`config.mk`:
```
export PLATFORM = sky130hd
export DESIGN_NAME = piso_serializer
export DESIGN_NICKNAME = d
export VERILOG_FILES = /design/src/rtl/piso_serializer.sv
export SDC_FILE = /design/constraint.sdc
export NUM_CORES = 1
export LEC_CHECK = 0
export BUFFER_PORTS_ARGS = -buffer_cell sky130_fd_sc_hd__buf_4
export CORE_AREA = 3 3 40 42
export DETAILED_ROUTE_END_ITERATION = 10
export DIE_AREA = 0 0 43 45
export GPL_TIMING_DRIVEN = 0
export HOLD_SLACK_MARGIN = 0.15
export PLACE_DENSITY_LB_ADDON = 0.25
export SETUP_SLACK_MARGIN = 0.15
export SLEW_MARGIN = 10
export SYNTH_ARGS = -nofsm -noshare
export SYNTH_HDL_FRONTEND = slang
export SYNTH_SLANG_ARGS = --single-unit
export TNS_END_PERCENT = 100
```
`constraint.sdc`:
```
create_clock -name clk -period 2.65 [get_ports clk]
set_clock_uncertainty 0.1 [all_clocks]
set_input_delay 0.795 -clock clk [delete_from_list [all_inputs] [get_ports clk]]
set_output_delay 0.795 -clock clk [all_outputs]
set_load 0.02 [all_outputs]
```
`src/rtl/piso_serializer.sv`:
```
// Parallel-in/serial-out stage with a one-word holding buffer, valid/ready on both sides.
// Words stream back to back: a held word moves into the shifter on the last-bit transfer.
module piso_serializer #(
  parameter int WIDTH     = 4,
  parameter bit MSB_FIRST = 1'b1
) (
  input  logic             clk,
  input  logic             rst,
  input  logic [WIDTH-1:0] in_data,
  input  logic             in_valid,
  output logic             in_ready,
  output logic             ser_out,
  output logic             ser_valid,
  input  logic             ser_ready,
  output logic             ser_last,
  output logic             busy
);

  localparam int CNT_W = (WIDTH > 2) ? $clog2(WIDTH) : 1;
  localparam logic [CNT_W-1:0] CNT_LAST = CNT_W'(WIDTH - 1);

  typedef enum logic {IDLE = 1'b0, SHIFT = 1'b1} state_t;

  state_t           state;
  logic [WIDTH-1:0] shift_reg;
  logic [WIDTH-1:0] hold_buf;
  logic             hold_full;
  logic [CNT_W-1:0] count;

  logic             accept;
  logic             xfer;
  logic             last_xfer;
  logic [WIDTH-1:0] shifted;

  assign in_ready  = ~hold_full & ~rst;
  assign ser_valid = (state == SHIFT);
  assign ser_last  = (state == SHIFT) && (count == CNT_LAST);
  assign ser_out   = MSB_FIRST ? shift_reg[WIDTH-1] : shift_reg[0];
  assign busy      = ser_valid | hold_full;

  assign accept    = in_valid & in_ready;
  assign xfer      = ser_valid & ser_ready;
  assign last_xfer = xfer & ser_last;

  // Shift toward the output end, zero fill.
  assign shifted = MSB_FIRST ? {shift_reg[WIDTH-2:0], 1'b0}
                             : {1'b0, shift_reg[WIDTH-1:1]};

  always_ff @(posedge clk) begin
    if (rst) begin
      state     <= IDLE;
      shift_reg <= '0;
      hold_buf  <= '0;
      hold_full <= 1'b0;
      count     <= '0;
    end else begin
      case (state)
        IDLE: begin
          if (accept) begin
            shift_reg <= in_data;
            count     <= '0;
            state     <= SHIFT;
          end
        end
        SHIFT: begin
          if (last_xfer) begin
            count <= '0;
            if (hold_full) begin
              shift_reg <= hold_buf;
              hold_full <= 1'b0;
            end else if (accept) begin
              shift_reg <= in_data;
            end else begin
              shift_reg <= '0;
              state     <= IDLE;
            end
          end else begin
            if (xfer) begin
              shift_reg <= shifted;
              count     <= count + CNT_W'(1);
            end
            // in_ready is low whenever hold_full is set, so this never overwrites
            if (accept) begin
              hold_buf  <= in_data;
              hold_full <= 1'b1;
            end
          end
        end
        default: state <= IDLE;
      endcase
    end
  end

endmodule

```
==> flow_summary.toml, run 1 <==
[outcome]
status = "completed"

[global_route]
grt_pass1_wl_mm = 2.63
grt_antenna_before_repair = 0
grt_overflow = 0
grt_max_degree = 11
grt_use_total_pct = 18.3
grt_pass1_vias = 588

[sta]
drv_slew = 0
fmax_ghz = 0.445
setup_viol = 0
rsz0062_at_grt = "no"
post-route-min-period_ns = 2.25
min_period_over_period_pct = 84.8
worstMarginPinSlew_ns = 0.404
hold_violations = 0
tns_ns = 0
slew_headroom_pct = 73.0

[synthesis]
synth.net_count = 89
syn_avg_cell_area_sq_um = 8.59
yosys_warnings = 0
synth-seq-cells = 12
synthesis.area_sq_um = 687
syn_inst = 80
ys_seq_area_share_pct = 35.0
ys_types = 33

[cells_and_area]
nNetsFinal = 104
synthToLayoutAreaGrowth_pct = 19.5
layout_common_cells = "buf_4 (12), dfxtp_1 (12), o21ai_0 (9)"
seq_area_sq_um = 240
fillerInstances = 119
drive_gt1_share_pct = 27.7
antenna_cells = 0
multi_input_area_sq_um = 409

[cts]
insertion_delay_ns = 0.28
ctsHoldBuffers = 0
clkSlewWorstSetupHoldPaths_ns = 0.08
cts.sinks = 12
cts_htree_levels = 1
cts_buffers = 3
cts_setup_buffers = 0
root_buffer = "clkbuf_4"
post_cts_resized = 0
cts_max_path_buffers = 2
cts_tree = "yes"

[power]
total_power_mw = 0.425
power_density_mw_per_mm2 = 518
power.leakage_nw = 0.317
peakVddDrop_v = 0.000376

[min_path]
hold_depth = 2
hp-start = "hold_buf[2]$_SDFFE_PP0P_"
hold_end = "hold_buf[2]$_SDFFE_PP0P_"
worstHoldPathType = "reg -> reg"

[route]
drtIter0Drc = 16
drc = 0
viasPerCell = 6.01
drt_pass1_iterations = 4
vias = 655
wl_mm = 1.53
antenna_left = 0
routedWlPerCell_um = 14.0

[critical_path]
startpoint_type = "register"
worstReg2RegStart = "count[0]$_SDFFE_PP0P_"
worstPathRequired_ns = 1.76
arrival_ns = 1.35
regToRegSetupSlack_ns = 1.13
r2r_cells = 5
cp-end-kind = "primary output"
r2r-end = "hold_buf[1]$_SDFFE_PP0P_"
worstSetupPathType = "reg -> out"
critPathMaxFanout = 10

[die]
core_area_sq_mm = 0.00128
io_pins = 13
die_w_um = 43
num_rows = 13
die_y_um = 45
start_util_pct = 53.5
fp.dieArea_sq_mm = 0.00194

[place]
place_congestion = 0.826
place.port_buffers = 11
hpwl_mm = 1.15

[flow_run]
cap_viol_max_count = 0
-- where the power goes --
group,switching [mW],internal (mW)
Sequential,0.00758,0.191
Clock,0.0614,0.0836
Combinational,0.0435,0.0381
Total,0.112,0.313
-- worst max-delay path, stage by stage (launching register included) --
cell and delay [ns]:
dfxtp_1 0.33, ha_1 0.23, clkbuf_2 0.19, and2_1 0.18
buf_4 0.15
-- logic make-up (layout without fill, tap and decap cells) --
logic type               Yosys count  after routing  synth area share, %
AO/OA/AOI/OAI                     30             30                 27.0
adder cells (fa/ha/maj)            1              1                 1.82
buffers and inverters              6             20                 5.46
flip-flops                        12             12                 35.0
AND/OR/NAND/NOR                   31             31                 30.8
-- how the worst max path moves through the flow --
stage,startpoint,to,slack [ns],cells past startpoint
finish,count[0]$_SDFFE_PP0P_,ser_last,0.40,4
global route,count[0]$_SDFFE_PP0P_,ser_last,0.33,4
CTS,rst,in_ready,0.21,4
detailed placement,rst,in_ready,0.21,4
global placement,rst,in_ready,0.23,4
floorplan,rst,in_ready,0.36,3
-- per-stage QoR --
step	std cells	utilization [%]	worst slack, ns	hold slack, ns	area (sq um)
6_report	109	63.9	0.404	0.380	821
4_1_cts	110	64.2	0.206	0.383	825
5_1_grt	109	63.9	0.329	0.405	821
3_3_place_gp	106	61.3	0.225	0.366	788
3_5_place_dp	106	61.3	0.206	0.373	788
2_1_floorplan	80	-	0.358	0.349	687
-- Yosys cell counts (all sizes together) --
cell type	n	area, sq um
dfxtp	12	240
o21ai	12	60.1
a21oi	6	30.0
nand3	6	30.0
a21boi	4	30.0
buf	4	28.8
nand2	4	15.0
nor3	4	20.0
a311oi	3	26.3
and4	3	26.3
nor2	3	11.3
and2	2	12.5
clkbuf	2	8.75
a211oi	1	7.51
a21bo	1	10.0
a21o	1	7.51
a22oi	1	7.51
a31oi	1	6.26
and4bb	1	12.5
ha	1	12.5
nand2b	1	6.26
nand4bb	1	11.3
nor3b	1	12.5
nor4b	1	15.0
nor4bb	1	10.0
or2	1	6.26
or3b	1	8.76
or4b	1	13.8
-- metal layers --
layer  vias up  share of wire (%)  GRT usage [%]
met5         -                  0              0
met4         0                1.4           9.04
met3         5                6.5           7.17
met2        22                 46           27.8
met1       296                 46           22.8
li1        332                  -              -
-- cell type report --
class,count,area share (%)
Tap cell,15,2.29
Buffer,5,4.12
Timing Repair Buffer,11,10.1
Multi-Input combinational cell,62,49.8
Sequential cell,12,29.3
Clock buffer,4,4.42
(Power assumes the default switching activity.)
==> run 2: changes to the inputs <==
ABC_AREA = 1   (was default)
CORE_AREA = default   (was 3 3 40 42)
CORE_MARGIN = 3   (was default)
CORE_UTILIZATION = 52   (was default)
DIE_AREA = default   (was 0 0 43 45)
clock period = 2.1 ns   (was 2.65 ns; I/O delays follow)
==> run 2 against run 1 <==
- sequential power is 26% higher
- first-iteration DRC count increased by 88%
- synthesized area rose by 4.4%
- global-route usage up 0.28 points
- sequential share of layout area shrank 1.3 points
- non-clock buffer count down 2
- critical path depth fell by 1
- register-to-register slack lost 0.46 ns
- hold slack got worse by 0.014 ns
- utilization increased by 7.9 points
- die area decreased by 3.9%
==> flow_summary.toml, run 2 <==
[die]
fp.dieArea_sq_mm = 0.00186
io_pins = 13
die_w_um = 43.1
die_y_um = 43.1
num_rows = 12
core_area_sq_mm = 0.00120
start_util_pct = 59.7

[route]
vias = 676
wl_met2_um = 699
route.met3.wl_um = 83
routedWlPerCell_um = 11.5
highest_layer = "met4"
drtIter0Drc = 30
viasPerCell = 5.20
wl_mm = 1.50
antenna_left = 0
wl_met1_um = 689
drt_pass1_iterations = 4
drc = 0

[synthesis]
ys_seq_area_share_pct = 33.5
synth-seq-cells = 12
syn_inst = 100
synth_mux_area_share_pct = 0
synthTopCellsByCount = "nand2_1 (25), dfxtp_1 (12), nand3_1 (12), nor2_1 (11), inv_1 (9)"
synth_compound_area_share_pct = 12.4
synth_largest_area_cell = "dfxtp_1"
synth-edff-count = 0
yosys_warnings = 0
synthTopCellsByArea = "dfxtp_1 (34%), nand2_1 (13%), nand3_1 (8.4%)"
yosys.area_share.simple_pct = 43.5
synth.top_cell.area_share_pct = 33.5
synth_fa_ha_area_share_pct = 1.75
synth_most_common_cell = "nand2_1"
ys_types = 19
synthXorXnorAreaFrac_pct = 0
synth_top_family_by_area = "simple AND/OR/NAND/NOR gates"
ys.flop_type = "dfxtp_1"
async_flop_share_pct = 0
syn_avg_cell_area_sq_um = 7.17
synthesis.area_sq_um = 717
synth.net_count = 109

[global_route]
grt_pass1_wl_mm = 2.62
grt_pass1_vias = 626
grt_max_degree = 11
grt_antenna_before_repair = 0
grt_use_total_pct = 18.6
grt_overflow = 0

[cts]
insertion_delay_ns = 0.28
cts_max_path_buffers = 2
cts_buffers = 3
root_buffer = "clkbuf_4"
cts_setup_buffers = 0
cts_tree = "yes"
cts.sinks = 12
cts_htree_levels = 1
ctsHoldBuffers = 0
clkSlewWorstSetupHoldPaths_ns = 0.08

[power]
peakVddDrop_v = 0.000435
p_clk_share_pct = 33.7
internal-power_mw = 0.397
pwr-share-comb_pct = 21.3
swShare_pct = 28.3
p_seq_share_pct = 45.0
power.leakage_nw = 0.458
p_sw_mw = 0.157
power_density_mw_per_mm2 = 642

[sta]
post-route-min-period_ns = 1.91
slew_headroom_pct = 78.3
rsz0062_at_grt = "no"
worstMarginPinSlew_ns = 0.325
tns_ns = 0
drv_slew = 0
setup_viol = 0
fmax_ghz = 0.524
hold_violations = 0
min_period_over_period_pct = 90.8
worst_slack_ns = 0.192

[cells_and_area]
final_common_cell = "nand2_1"
antenna_cells = 0
drive_gt1_share_pct = 25.9
synthToLayoutAreaGrowth_pct = 20.2
nNetsFinal = 126
layout_common_cells = "nand2_1 (25), nand3_1 (12), buf_4 (12)"

[critical_path]
startpoint_type = "register"
cp-end-kind = "primary output"
worstSetupPathType = "reg -> out"
arrival_ns = 1.18
critPathMaxFanout = 10
worstPathRequired_ns = 1.37

[place]
place.port_buffers = 12
place_congestion = 0.797
place_ws_ns = 0.265
hpwl_mm = 1.09

[min_path]
worstHoldPathType = "reg -> reg"

[flow_run]
cap_viol_max_count = 0

[outcome]
status = "completed"
run 2: what timing repair did:
item	CTS	global route
resized for setup	0	1
endpoints found under the setup margin	0	1
endpoints found under the hold margin	0	0
run 2: metal layers:
metal	vias to the layer above	track usage [%]
met1	293	24.1
met2	21	29.2
met3	5	2.54
li1	357	-
met5	-	0
met4	0	10.2
run 2: final timing paths:
kind / startpoint / endpoint / slack, ns / cells past startpoint
hold / removal: hold_buf[0]$_SDFFE_PP0P_ / hold_buf[0]$_SDFFE_PP0P_ / 0.37 / 2
setup reg to reg: count[0]$_SDFFE_PP0P_ / hold_buf[2]$_SDFFE_PP0P_ / 0.67 / 7
setup / recovery: ser_valid$_SDFF_PP0_ / busy / 0.19 / 3
hold reg to reg: hold_buf[0]$_SDFFE_PP0P_ / hold_buf[0]$_SDFFE_PP0P_ / 0.37 / 2
run 2: critical path, stage by stage (launching register included):
cell     delay [ns]
dfxtp_2        0.34
buf_6          0.14
or2_2          0.26
buf_4          0.16
run 2: cells by family after synthesis:
group	count (synthesis)
buffers and inverters	13
DFF	12
and+or+nand+nor	58
AOI/OAI and AO/OA	16
adders and majority gates	1
run 2: layout make-up:
cell class                 instances  area (sq um)
timing repair buffer              12          90.1
sequential                        12           241
buffer                             2          22.5
fill                             111           339
tap                               14          17.5
clock buffer                       4          36.3
inverter                          11          41.3
multi-input combinational         75           413
run 2: metrics by stage:
stage / power (mW) / hold slack, ns / instance area (sq um) / util, % / instances
6_report: 0.554 / 0.367 / 862 / 71.8 / 130
3_5_place_dp: 0.371 / 0.354 / 825 / 68.6 / 126
5_1_grt: 0.584 / 0.392 / 862 / 71.8 / 130
2_1_floorplan: 0.331 / 0.333 / 717 / - / 100
3_3_place_gp: 0.368 / 0.355 / 825 / 68.6 / 126
4_1_cts: 0.558 / 0.364 / 861 / 71.7 / 130
run 2: power groups by stage:
stage | clock network, mW | registers [mW] | logic, mW
2_1_floorplan | 0 | 0.257 | 0.0742
3_3_place_gp | 0 | 0.254 | 0.115
3_5_place_dp | 0 | 0.254 | 0.117
4_1_cts | 0.191 | 0.249 | 0.118
5_1_grt | 0.202 | 0.251 | 0.131
6_report | 0.186 | 0.249 | 0.118
